===== src/rtl/accumulator_datapath.sv =====
// Accumulator datapath: PC/IR/D/AC registers plus word memory, driven by controller strobes.
// Optional feature: define ACC_SAT_EN for saturating accumulator arithmetic (wraps otherwise).
module accumulator_datapath #(
    parameter int DATA_W = 8,
    parameter int ADDR_W = 5
) (
    input  logic              CLK,
    input  logic              RESET,
    input  logic              LD_PC,
    input  logic              PC_CNT,
    input  logic              LD_IR,
    input  logic              LD_D,
    input  logic              LD_AC,
    input  logic              ADDSUB,
    input  logic              CL_AC,
    input  logic              CL,
    input  logic              DORPC,
    input  logic              MEM_EN,
    input  logic              RORW,
    input  logic              PROG_WE,
    input  logic [ADDR_W-1:0] PROG_ADDR,
    input  logic [DATA_W-1:0] PROG_DATA,
    output logic [DATA_W-1:0] MEM_RDATA,
    output logic              ADD,
    output logic              SUB,
    output logic              STORE,
    output logic              BNZ,
    output logic              CLR,
    output logic              ZERO,
    output logic              OVERFLOW,
    output logic [ADDR_W-1:0] PC_OUT,
    output logic [DATA_W-1:0] AC_OUT
);
    localparam int MSB   = DATA_W - 1;
    localparam int DEPTH = 2 ** ADDR_W;

    typedef enum logic [2:0] {
        OP_NOP   = 3'b000,
        OP_ADD   = 3'b001,
        OP_SUB   = 3'b010,
        OP_STORE = 3'b011,
        OP_BNZ   = 3'b100,
        OP_CLR   = 3'b101
    } opcode_e;

    logic [ADDR_W-1:0] pc_q, pc_d, mem_addr;
    logic [DATA_W-1:0] ir_q, ir_d, d_q, d_d, ac_q, ac_d, rdata_q, rdata_d;
    logic [DATA_W-1:0] alu_raw, alu_res;
    logic              ovf_q, ovf_d, alu_ovf;
    logic              mem_we, prog_we;
    logic [DATA_W-1:0] mem [DEPTH];
    opcode_e           opcode;

    assign mem_addr = DORPC ? ir_q[ADDR_W-1:0] : pc_q;
    // Reset suppresses both write paths so an in-flight store never lands.
    assign mem_we   = MEM_EN && !RORW && !RESET;
    assign prog_we  = !MEM_EN && PROG_WE && !RESET;

    // Signed overflow: add with like-signed operands, or subtract with unlike-signed
    // operands, where the result sign departs from the AC sign.
    always_comb begin
        // NOTE: every always_comb output gets a default first so no latch is inferred.
        alu_raw = ADDSUB ? (ac_q - d_q) : (ac_q + d_q);
        alu_ovf = 1'b0;
        if (ADDSUB) alu_ovf = (ac_q[MSB] != d_q[MSB]) && (alu_raw[MSB] != ac_q[MSB]);
        else        alu_ovf = (ac_q[MSB] == d_q[MSB]) && (alu_raw[MSB] != ac_q[MSB]);
`ifdef ACC_SAT_EN
        alu_res = alu_raw;
        if (alu_ovf) alu_res = ac_q[MSB] ? {1'b1, {(DATA_W-1){1'b0}}}
                                         : {1'b0, {(DATA_W-1){1'b1}}};
`else
        alu_res = alu_raw;
`endif
    end

    always_comb begin
        pc_d    = pc_q;
        ir_d    = ir_q;
        d_d     = d_q;
        ac_d    = ac_q;
        rdata_d = rdata_q;
        ovf_d   = ovf_q && !CL;
        if (LD_PC)       pc_d = ir_q[ADDR_W-1:0];
        else if (PC_CNT) pc_d = pc_q + ADDR_W'(1);
        if (LD_IR) ir_d = rdata_q;
        if (LD_D)  d_d  = rdata_q;
        if (CL_AC) begin
            ac_d = '0;
        end else if (LD_AC) begin
            ac_d = alu_res;
            if (alu_ovf) ovf_d = 1'b1;
        end
        if (MEM_EN && RORW) rdata_d = mem[mem_addr];
    end

    always_ff @(posedge CLK) begin
        // NOTE: registers use non-blocking assignments so all see pre-edge values.
        if (RESET) begin
            pc_q    <= '0;
            ir_q    <= '0;
            d_q     <= '0;
            ac_q    <= '0;
            rdata_q <= '0;
            ovf_q   <= 1'b0;
        end else begin
            pc_q    <= pc_d;
            ir_q    <= ir_d;
            d_q     <= d_d;
            ac_q    <= ac_d;
            rdata_q <= rdata_d;
            ovf_q   <= ovf_d;
        end
    end

    // NOTE: the memory array is deliberately left out of reset so it maps to RAM.
    always_ff @(posedge CLK) begin
        if (mem_we)       mem[mem_addr]  <= ac_q;
        else if (prog_we) mem[PROG_ADDR] <= PROG_DATA;
    end

    // Flags decode straight from the IR register, so they follow IR one edge after LD_IR.
    assign opcode    = opcode_e'(ir_q[MSB -: 3]);
    assign ADD       = (opcode == OP_ADD);
    assign SUB       = (opcode == OP_SUB);
    assign STORE     = (opcode == OP_STORE);
    assign BNZ       = (opcode == OP_BNZ);
    assign CLR       = (opcode == OP_CLR);
    assign ZERO      = (ac_q == '0);
    assign OVERFLOW  = ovf_q;
    assign MEM_RDATA = rdata_q;
    assign PC_OUT    = pc_q;
    assign AC_OUT    = ac_q;
endmodule


===== config.mk =====
export PLATFORM = sky130hd
export DESIGN_NAME = accumulator_datapath
export DESIGN_NICKNAME = d
export VERILOG_FILES = /design/src/rtl/accumulator_datapath.sv
export SDC_FILE = /design/constraint.sdc
export NUM_CORES = 1
export LEC_CHECK = 0
export BUFFER_PORTS_ARGS = -buffer_cell sky130_fd_sc_hd__buf_2
export CAP_MARGIN = 20
export CORE_MARGIN = 3
export CORE_UTILIZATION = 25
export DETAILED_ROUTE_END_ITERATION = 8
export GPL_TIMING_DRIVEN = 0
export PLACE_DENSITY = 0.48
export SLEW_MARGIN = 40
export SYNTH_ARGS = -nofsm -noshare
export SYNTH_HDL_FRONTEND = slang
export SYNTH_SLANG_ARGS = --single-unit

===== constraint.sdc =====
create_clock -name CLK -period 3.5 [get_ports CLK]
set_input_delay 0.7 -clock CLK [delete_from_list [all_inputs] [get_ports CLK]]
set_output_delay 0.7 -clock CLK [all_outputs]
set_load 0.02 [all_outputs]

==> results.ini, run 1 <==
[yosys]
synth_fp_nets=1286
syn_area_per_cell_um2=11.4
synth_top_area_share_pct=54.1
yosys-top-cells-area=edfxtp_1, nand2b_1, dfxtp_1, a22oi_1, nor2_1
synth_cells=1249
yosys.area.top_type=edfxtp_1
synth-main-ff-cell=edfxtp_1
netlist_top_cells_count=edfxtp_1, nand2b_1, nor2_1, a22oi_1, a21oi_1
ys_seq_area_share_pct=59.4
synth-seq-cells=294
synth-edff-count=256
postSynth.asyncResetShare_pct=0
yosysMostFrequentCell=edfxtp_1
syn_area_um2=14200
ys_types=57
yosysWarnings=0

[placed_design]
placed_area_um2=15600
dp_hpwl_mm=30.6
place.port_buffers=49
gp_congestion=0.815
detailedPlace.worstSlack_ps=-223

[clock_network]
cts_made_buffers=36
clk_pin_slew_ps=60
clockRootBuffer=clkbuf_16
clock-sinks=294
tritoncts=yes
clk_path_buf_depth=3
cts_htree_levels=2
cts_setup_buffers=0
insertion_delay_ps=540

[routing]
drc_errors=0
drt-total-wl_mm=45.6
wl_per_cell_um=21.6
drtAntennaViolNets=0
firstDrtPassIters=5
drt-initial-drc-count=1025
vias=10696
post_drt_via_cell_ratio=5.06

[sta]
finalSetupViolCount=0
rsz0062_at_grt=no
holdWs_ps=439
finalCriticalPeriod_ps=3260
worst_slack_ps=237
worst_pin_slew_ps=900
timing.fmax_mhz=307
setup-tns-final_ps=0
hold_viol_final=0
post-route-period-util_pct=93.2
relSlewSlack_pct=40.0
fin_skew_ps=18.6
maxSlewViolCount=0

[setup_path]
startpoint_type=register
worstSetupPathType=reg -> reg
arrival_ps=3440
crit_buf_inv=3
cp_cell_sequence=buf_2 -> inv_2 -> o21ai_1 -> buf_2 -> nor2_1 -> a32oi_2 -> nor2_1
path_max_fanout=10
endpoint_kind=register
required_ps=3680
slowest_stage=a32oi_2
cpPeakStageDelay_ps=760
crit_family=compound AO/OA/AOI/OAI gates

[finish]
fin_util_pct=30.2
fill_cells=5699
design_area_um2=16800
area_growth_syn_to_layout_pct=18.2
diodes=0
layout.nets=1376
drive_gt1_share_pct=13.5

[global_route]
grt_max_degree=33
grt_overflow_total=0
antenna_found_initial=2
grt_use_total_pct=14.9
grt_pass1_vias=10326
grt_pass1_wl_mm=67.4

[power_and_ir_drop]
peakVddDrop_mv=0.292
p_leak_nw=5.67
power.density_nw_per_um2=514

[floorplanning]
fp.dieW_um=244
io_pins=55
num_rows=86
start_util_pct=25.6
dieArea_um2=59800
die_h_um=244
core_area_um2=55600

[job]
drv_cap=0

[min_path]
hp-class=in -> reg

[run_status]
status=finished clean

==> report_power, final <==
part / switching (mW) / leakage, nW / internal, mW
clock: 1.49 / 0.571 / 2.27
combinational: 0.624 / 2.45 / 0.317
sequential: 0.0456 / 2.65 / 3.88
==> worst register-to-register path, cell delays in order, from the launching register on <==
cell and delay, ps:
dfxtp_1 390, buf_2 370, inv_2 220, o21ai_1 290
buf_2 330, nor2_1 130, a32oi_2 760, nor2_1 440
==> cell usage in the layout, fill, tap and decap left out, drive strengths merged, types with 25 or more instances in the layout <==
cell type	netlist	final
a21oi	76	76
a22oi	98	98
buf	30	83
clkbuf	49	96
dfxtp	38	38
edfxtp	256	256
inv	25	27
mux2i	25	25
nand2	36	36
nand2b	194	194
nor2	132	132
nor3	38	38
o211ai	32	32
o22ai	40	40
==> through the flow <==
stage          total power, mW  cells
3_5_place_dp              4.94   2048
4_1_cts                   8.69   2114
6_report                  8.63   2115
2_1_floorplan             4.58   1249
3_3_place_gp              4.91   2046
5_1_grt                   8.92   2115
==> metal layers <==
| layer | global-route usage (%) | vias up | routed length [um] |
|---|---|---|---|
| met5 | 0 | - | 0 |
| met2 | 23.3 | 335 | 20500 |
| met3 | 1.82 | 56 | 2340 |
| met4 | 3.16 | 0 | 739 |
| li1 | - | 4895 | - |
| met1 | 22.2 | 5410 | 22000 |
==> state kept, by name, summed over array words and instances, names as in the netlist <==
| name | count |
|---|---|
| ir_q | 8 |
| mem | 256 |
| OVERFLOW | 1 |
| AC_OUT | 8 |
| d_q | 8 |
| PC_OUT | 5 |
| MEM_RDATA | 8 |
==> final timing paths <==
| kind | startpoint | endpoint | cells after the start | slack (ps) |
|---|---|---|---|---|
| max reg2reg | PC_OUT[0] | mem[24][0] | 7 | 240 |
| min reg2reg | OVERFLOW | OVERFLOW | 2 | 470 |
| max | PC_OUT[0] | mem[24][0] | 7 | 240 |
| min | CL | OVERFLOW | 3 | 440 |
==> repair_timing <==
action	in CTS	in global routing
resized for setup	9	0
endpoints found under the hold margin	0	0
setup endpoints to repair	87	111
hold buffers	0	0
==> area by class of cell <==
cell class,instances,area (um^2),share of cell area [%]
clock inverter,18,198,1.18
multi-input combinational,850,5510,32.8
sequential,294,8450,50.3
clock buffer,48,977,5.82
inverter,26,97.6,0.581
buffer,78,329,1.96
tap,748,936,5.57
timing repair buffer,53,307,1.82
==> logic make-up (layout without fill, tap and decap cells) <==
family	Yosys count	after routing	share of synthesized area (%)
mux	30	30	2.16
simple gates	447	447	16.6
compound gates	345	345	16.8
fa+ha+maj	10	10	0.933
flops	294	294	59.4
buf+inv	105	223	3.03
xor+xnor	18	18	1.11
Note: power is estimated with default switching activity, not from simulation.
==> run 2, diff against run 1 <==
- CORE_UTILIZATION: 25 -> 53
- GPL_TIMING_DRIVEN: 0 -> unset
- PLACE_DENSITY: 0.48 -> 0.79
==> results.ini, run 2 (same netlist as run 1, synthesis figures left out) <==
[run_status]
status=finished clean

[placed_design]
gp_congestion=0.879
place.port_buffers=54
detailedPlace.worstSlack_ps=243
dp_hpwl_mm=24.2

[floorplanning]
start_util_pct=54.3
core_area_um2=26200
fp.dieW_um=170
die_h_um=170
num_rows=59
dieArea_um2=28800
io_pins=55

[routing]
firstDrtPassIters=7
post_drt_via_cell_ratio=6.43
vias=10678
drt-initial-drc-count=1228
drtAntennaViolNets=0
drc_errors=0
drt-total-wl_mm=38.2
wl_per_cell_um=23.0

[sta]
fin_skew_ps=16.3
worst_pin_slew_ps=814
relSlewSlack_pct=45.7
hold_viol_final=0
rsz0062_at_grt=no
finalSetupViolCount=0
worst_slack_ps=493
setup-tns-final_ps=0
post-route-period-util_pct=85.9
maxSlewViolCount=0
timing.fmax_mhz=333
finalCriticalPeriod_ps=3010

[power_and_ir_drop]
combPwrFrac_pct=11.0
switchingPower_mw=1.95
p_leak_nw=5.68
power.density_nw_per_um2=510
p_clk_share_pct=40.9
seq_power_share_pct=48.1
peakVddDrop_mv=0.313
switching_share_pct=23.9
p_int_mw=6.23

[finish]
drive_gt1_share_pct=13.1
regMostFlops=mem
final_cell_mix=edfxtp_1, nand2b_1, nor2_1
layout.nets=1338
diodes=0
final_common_cell=edfxtp_1
fill_cells=2010
largest_register_ffs=256
area_growth_syn_to_layout_pct=13.0

[setup_path]
worstSetupPathType=reg -> reg
cp_common_cell=nor2_1
slowest_stage=dfxtp_1
cp_cell_sequence=mux2_2 -> and2_1 -> nor2_1 -> nor2_1 -> a22oi_1 -> buf_4 -> nor2_1
crit_family=simple AND/OR/NAND/NOR gates
arrival_ps=3190
cpPeakStageDelay_ps=840
path_max_fanout=16
startpoint_type=register
crit_buf_inv=1
endpoint_kind=register
required_ps=3690

[clock_network]
cts_setup_buffers=0
clk_pin_slew_ps=60
cts.repair.resized=0
clockRootBuffer=clkbuf_16
cts_hold_buffers=0
cts_htree_levels=1
clock-sinks=294
tritoncts=yes
cts_made_buffers=30
clk_path_buf_depth=3
insertion_delay_ps=560

[job]
drv_cap=0

[global_route]
grt_max_degree=78
antenna_found_initial=0
grt_use_total_pct=26.0
grt_overflow_total=0
grt_pass1_vias=10131
grt_pass1_wl_mm=58.2

[min_path]
hp-class=in -> reg

## run 2: worst register-to-register path, delay by kind of cell, from the launching register on
kind,cells,cell delay (ps)
compound gates,1,140
buf+inv,1,220
flops,1,840
mux,1,420
simple gates,4,1010
## run 2: power groups by stage
stage,logic [mW],clock network (mW),registers [mW]
final,0.902,3.35,3.94
after floorplan,0.577,0,4.01
after detailed placement,0.881,0,4.01
after global placement,0.855,0,4.01
after global routing,0.971,3.53,3.94
after CTS,0.886,3.38,3.94
## run 2: path summary, 6_finish.rpt
check	slack [ps]	endpoint	from	depth (start not counted)
max	490	mem[2][0]	ir_q[1]	7
max reg2reg	490	mem[2][0]	ir_q[1]	7
min reg2reg	490	OVERFLOW	OVERFLOW	2
min	400	OVERFLOW	CL	3
## run 2: cell type report
cell class	count	area (um^2)	share of cell area (%)
Timing Repair Buffer	99	658	4.10
Tap cell	335	419	2.61
Multi-Input combinational cell	850	5400	33.6
Clock buffer	39	826	5.14
Clock inverter	17	215	1.34
Sequential cell	294	8450	52.6
Inverter	26	97.6	0.608
## run 2: per-layer routing
layer,vias up,track usage [%],wire length [um]
met5,-,0,0
met4,0,9.42,1430
met3,96,5.66,4100
met2,660,40.0,17200
met1,5113,36.7,15400
li1,4809,-,-
## run 2: metrics by stage
step / hold slack [ps] / cells / total power [mW] / area, um^2 / util [%]
final: 404 / 1660 / 8.19 / 16100 / 61.3
after global routing: 443 / 1660 / 8.44 / 16100 / 61.3
after CTS: 396 / 1660 / 8.20 / 16100 / 61.3
after detailed placement: 466 / 1604 / 4.89 / 15000 / 57.3
after global placement: 460 / 1604 / 4.86 / 15000 / 57.3
after floorplan: 506 / 1249 / 4.58 / 14200 / -
